File: config.mk
export PLATFORM = sky130hd
export DESIGN_NAME = mux2_rr_arbiter
export DESIGN_NICKNAME = d
export VERILOG_FILES = /design/src/rtl/mux2_rr_arbiter_pkg.sv /design/src/rtl/mux2_bus.sv /design/src/rtl/mux2_rr_arbiter.sv
export SDC_FILE = /design/constraint.sdc
export NUM_CORES = 1
export LEC_CHECK = 0
export BUFFER_PORTS_ARGS = -buffer_cell sky130_fd_sc_hd__buf_2
export CAP_MARGIN = 20
export CELL_PAD_IN_SITES_DETAIL_PLACEMENT = 1
export CELL_PAD_IN_SITES_GLOBAL_PLACEMENT = 1
export CORE_UTILIZATION = 39
export DETAILED_ROUTE_END_ITERATION = 12
export HOLD_SLACK_MARGIN = 0.12
export PLACE_DENSITY = 0.86
export REMOVE_ABC_BUFFERS = 1
export SLEW_MARGIN = 20
export SYNTH_ARGS = -nofsm -noshare
export SYNTH_HDL_FRONTEND = slang
export SYNTH_SLANG_ARGS = --single-unit
File: constraint.sdc
create_clock -name clk -period 5.2 [get_ports clk]
set_input_delay 1.04 -clock clk [delete_from_list [all_inputs] [get_ports clk]]
set_output_delay 1.04 -clock clk [all_outputs]
set_load 0.02 [all_outputs]
File: src/rtl/mux2_rr_arbiter_pkg.sv
// Shared definitions for the round-robin channel arbiters: state encodings,
// requester indexing and small helpers reused by multi-input variants.
package mux2_rr_arbiter_pkg;

   typedef enum logic [1:0] {
      IDLE = 2'd0,
      OWN0 = 2'd1,
      OWN1 = 2'd2
   } arb_state_e;

   localparam int NUM_REQ   = 2;
   localparam int REQ_IDX_W = 1;

   // Maps a requester index onto the state in which that requester owns the channel.
   function automatic arb_state_e owner_state(input logic [REQ_IDX_W-1:0] idx);
      return (idx == 1'b1) ? OWN1 : OWN0;
   endfunction

endpackage

File: src/rtl/mux2_bus.sv
// DATA_W-wide 2:1 multiplexer assembled bit by bit from the gate-level 2:1 mux.
module mux2_bus #(
   parameter int DATA_W = 8
) (
   input  logic [DATA_W-1:0] I0,
   input  logic [DATA_W-1:0] I1,
   input  logic              S,
   output logic [DATA_W-1:0] Y
);

   for (genvar i = 0; i < DATA_W; i++) begin : g_bit
      assign Y[i] = (I0[i] & ~S) | (I1[i] & S);
   end

endmodule

File: src/rtl/mux2_rr_arbiter.sv
// Round-robin, hold-limited arbiter driving the select of a shared 2:1 mux
// channel and registering the selected data with a valid flag.
module mux2_rr_arbiter
   import mux2_rr_arbiter_pkg::*;
#(
   parameter int DATA_W   = 8,
   parameter int MAX_HOLD = 4
) (
   input  logic              clk,
   input  logic              rst_n,
   input  logic              req0,
   input  logic              req1,
   input  logic [DATA_W-1:0] din0,
   input  logic [DATA_W-1:0] din1,
   output logic              grant0,
   output logic              grant1,
   output logic              sel,
   output logic [DATA_W-1:0] dout,
   output logic              dout_valid
);

   localparam int CNT_W = $clog2(MAX_HOLD) + 1;
   localparam logic [CNT_W-1:0] HOLD_LIMIT = CNT_W'(MAX_HOLD - 1);

   arb_state_e        state_q, state_d;
   logic [CNT_W-1:0]  hold_cnt_q, hold_cnt_d;
   logic              last_q, last_d;
   logic [DATA_W-1:0] dout_q, dout_d;
   logic              dout_valid_q, dout_valid_d;
   logic [DATA_W-1:0] mux_y;
   logic              hold_at_limit;
   logic              owning;

   assign hold_at_limit = (hold_cnt_q == HOLD_LIMIT);
   assign owning        = (state_q == OWN0) || (state_q == OWN1);

   always_ff @(posedge clk or negedge rst_n) begin
      if (!rst_n) begin
         state_q      <= IDLE;
         hold_cnt_q   <= '0;
         last_q       <= 1'b1;
         dout_q       <= '0;
         dout_valid_q <= 1'b0;
      end else begin
         state_q      <= state_d;
         hold_cnt_q   <= hold_cnt_d;
         last_q       <= last_d;
         dout_q       <= dout_d;
         dout_valid_q <= dout_valid_d;
      end
   end

   // A releasing owner hands over directly when the other side waits; a
   // contended owner yields once its hold budget is spent.
   always_comb begin
      state_d = state_q;
      unique case (state_q)
         IDLE: begin
            if (req0 && req1)  state_d = owner_state(~last_q);
            else if (req0)     state_d = OWN0;
            else if (req1)     state_d = OWN1;
         end
         OWN0: begin
            if (!req0)                      state_d = req1 ? OWN1 : IDLE;
            else if (req1 && hold_at_limit) state_d = OWN1;
         end
         OWN1: begin
            if (!req1)                      state_d = req0 ? OWN0 : IDLE;
            else if (req0 && hold_at_limit) state_d = OWN0;
         end
         default: state_d = IDLE;
      endcase
   end

   always_comb begin
      hold_cnt_d = hold_cnt_q;
      last_d     = last_q;
      if (state_d != state_q) begin
         hold_cnt_d = '0;
      end else if (owning && !hold_at_limit) begin
         hold_cnt_d = hold_cnt_q + 1'b1;
      end
      if (state_d == OWN0) last_d = 1'b0;
      if (state_d == OWN1) last_d = 1'b1;
   end

   always_comb begin
      grant0 = 1'b0;
      grant1 = 1'b0;
      sel    = 1'b0;
      unique case (state_q)
         OWN0: grant0 = 1'b1;
         OWN1: begin
            grant1 = 1'b1;
            sel    = 1'b1;
         end
         default: ;
      endcase
   end

   mux2_bus #(.DATA_W(DATA_W)) u_mux (
      .I0 (din0),
      .I1 (din1),
      .S  (sel),
      .Y  (mux_y)
   );

   // Idle cycles keep the last transferred word but mark it stale.
   always_comb begin
      dout_d       = owning ? mux_y : dout_q;
      dout_valid_d = owning;
   end

   assign dout       = dout_q;
   assign dout_valid = dout_valid_q;

endmodule

==> impl_metrics.toml <==
[synth]
yosysWarnings = 0
yosysTopAreaCell = "dfrtp_1"
ys_seq_area_frac = 0.388
synthCells = 100
synth_top_area_share = 0.361
synth_cell_types = 38
synth_flop_cell = "dfrtp_1"
ys_ff_latch = 15
yosysMostFrequentCell = "dfrtp_1"
synth.top_cells.by_area = "dfrtp_1 (36%), mux2i_1 (9.3%), ha_1 (9.0%)"
async_reset_ff_frac = 1.00
syn_area_um2 = 970
synth.cells.most_frequent = "dfrtp_1 (14), a21oi_1 (11), nor2_1 (10)"
synth-edff-count = 0
synth.avg_cell_area_um2 = 9.70

[timing]
setup_tns_ns = 0
finalClockSkew_ns = 0.00944
tightest_slew_ns = 0.788
relSlewSlack = 0.475
setup_violations = 0
hold_violations = 0
fin_crit_ns = 2.91
rsz0062_at_grt = "no"
timing.final.crit_share = 0.560
hold_slack_ns = 0.538
fmax_ghz = 0.344
slew_viol_final = 0

[clocking]
path_clk_slew_ns = 0.09
cts_sinks = 15
numCtsBuffers = 3
clk_path_buf_depth = 2
cts.repair.resized = 0
post_cts_buffers = 0
h-tree-depth = 1
clk_latency_ns = 0.29
cts_hold_buf = 0
cts_tree = "built"
root_buffer = "clkbuf_4"

[placement]
dp_hpwl_um = 2030
place_area_um2 = 1120
port_buffers = 31
gp_congestion = 0.830

[global_routing]
grt_use_met3 = 0.0380
grt_max_degree = 19
grtUsageMet2 = 0.410
use_met1 = 0.257
antenna_found_initial = 0
track_usage = 0.224
grt_pass1_vias = 891
global_route.peak_usage_layer = "met2"
grt_pass1_wl_um = 4310
grt_overflow = 0

[setup_path]
cp.required_ns = 4.16
cp_data_arrival_time_ns = 1.87
worstSetupEndpointType = "output port"
r2r_slack_ns = 2.41
cp_max_fo = 18
critical_path_class = "reg -> out"
rr_endpoint = "last_q"
r2r_cells = 7
start_kind = "flip-flop"
r2r-start = "state_q[0]"

[die]
ios = 32
start_util = 0.426
dieArea_um2 = 2690
core_um2 = 2280
rows = 17
fp.dieH_um = 51.9
die_width_um = 51.9

[finish]
drive_above_1_share = 0.313
finalNetCount = 156
diodes = 0
area_delta_synth_final_pct = 18.6
post-route-cell-area_um2 = 1150

[pwr]
internal-power_w = 0.000381
swShare = 0.485
p_switching_w = 0.000360
max-vdd-ir-drop_v = 0.000309
p_leak_nw = 0.545
pwr-share-comb = 0.618
pwr-share-seq = 0.294
p_clk_frac = 0.088
power.density_nw_per_um2 = 645
total_power_w = 0.000741

[min_path]
worstHoldStart = "dout[3]"
min_to = "dout[3]"
hold_path_depth = 2
min_path_type = "reg -> reg"

[status]
status = "finished clean"

[routing]
routed_wl_um = 2620
drt_iter0_drc = 8
final_antenna_net_count = 0
vias = 887
via_per_inst = 5.69
wl_per_cell_um = 16.8
drt-pass1-iter-count = 4
drc = 0

[job]
cap_violations = 0
[area by class of cell]
| type | instances | area, um^2 |
|---|---|---|
| Clock inverter | 1 | 5.00 |
| Multi-Input combinational cell | 73 | 537 |
| Fill cell | 273 | 1130 |
| Sequential cell | 15 | 377 |
| Tap cell | 28 | 35.0 |
| Timing Repair Buffer | 31 | 155 |
| Clock buffer | 3 | 22.5 |
| Inverter | 5 | 18.8 |
[sequential cells by signal, indices dropped and copies added, names as in the netlist]
register / cells
dout: 8
last_q: 1
state_q: 2
dout_valid: 1
hold_cnt_q: 3
[power by group through the flow]
stage	clock network (W)	registers, W	logic, W
after floorplan	0	0.000251	0.000281
after CTS	0.0000686	0.000218	0.000463
after global placement	0	0.000212	0.000424
after detailed placement	0	0.000219	0.000461
final	0.0000654	0.000218	0.000458
after global routing	0.0000750	0.000224	0.000501
[how the worst max path moves through the flow]
| stage | startpoint | endpoint | slack, ns | depth (start not counted) |
|---|---|---|---|---|
| after floorplan | state_q[0] | last_q | 2.64 | 7 |
| after global placement | req1 | last_q | 2.61 | 7 |
| after detailed placement | state_q[0] | last_q | 2.43 | 7 |
| after CTS | state_q[0] | grant1 | 2.29 | 3 |
| after global routing | state_q[0] | grant1 | 2.17 | 3 |
| final | state_q[0] | grant1 | 2.29 | 3 |
[metal layers]
layer | vias up | routed length (um)
met5 | - | 0
met4 | 0 | 23
met3 | 4 | 140
met2 | 35 | 1440
met1 | 430 | 1020
li1 | 418 | -
[critical path: stages (launching register included)]
cell	delay [ns]
dfrtp_1	0.47
inv_1	0.14
ha_1	0.68
buf_2	0.29
[cell usage in the layout, fill, tap and decap left out, types with 4 or more instances in the layout]
cell	n
a21oi_1	11
buf_2	31
dfrtp_1	14
ha_1	7
inv_1	5
mux2i_1	9
nand2b_1	4
nor2_1	10
[logic make-up after synthesis]
kind of cell | Yosys count | synth area share
AOI/OAI and AO/OA | 29 | 0.213
xor gates and xnor gates | 1 | 0.00903
adders and majority gates | 7 | 0.0903
buffers and inverters | 12 | 0.0581
DFF | 15 | 0.388
muxes | 10 | 0.105
and+or+nand+nor | 26 | 0.137
[stage by stage]
step / utilization / cells / setup WS [ns]
2_1_floorplan: - / 93 / 2.64
3_5_place_dp: 0.493 / 152 / 2.43
6_report: 0.505 / 156 / 2.29
5_1_grt: 0.505 / 156 / 2.17
3_3_place_gp: 0.493 / 152 / 2.61
4_1_cts: 0.505 / 156 / 2.29
(Power assumes the default switching activity.)
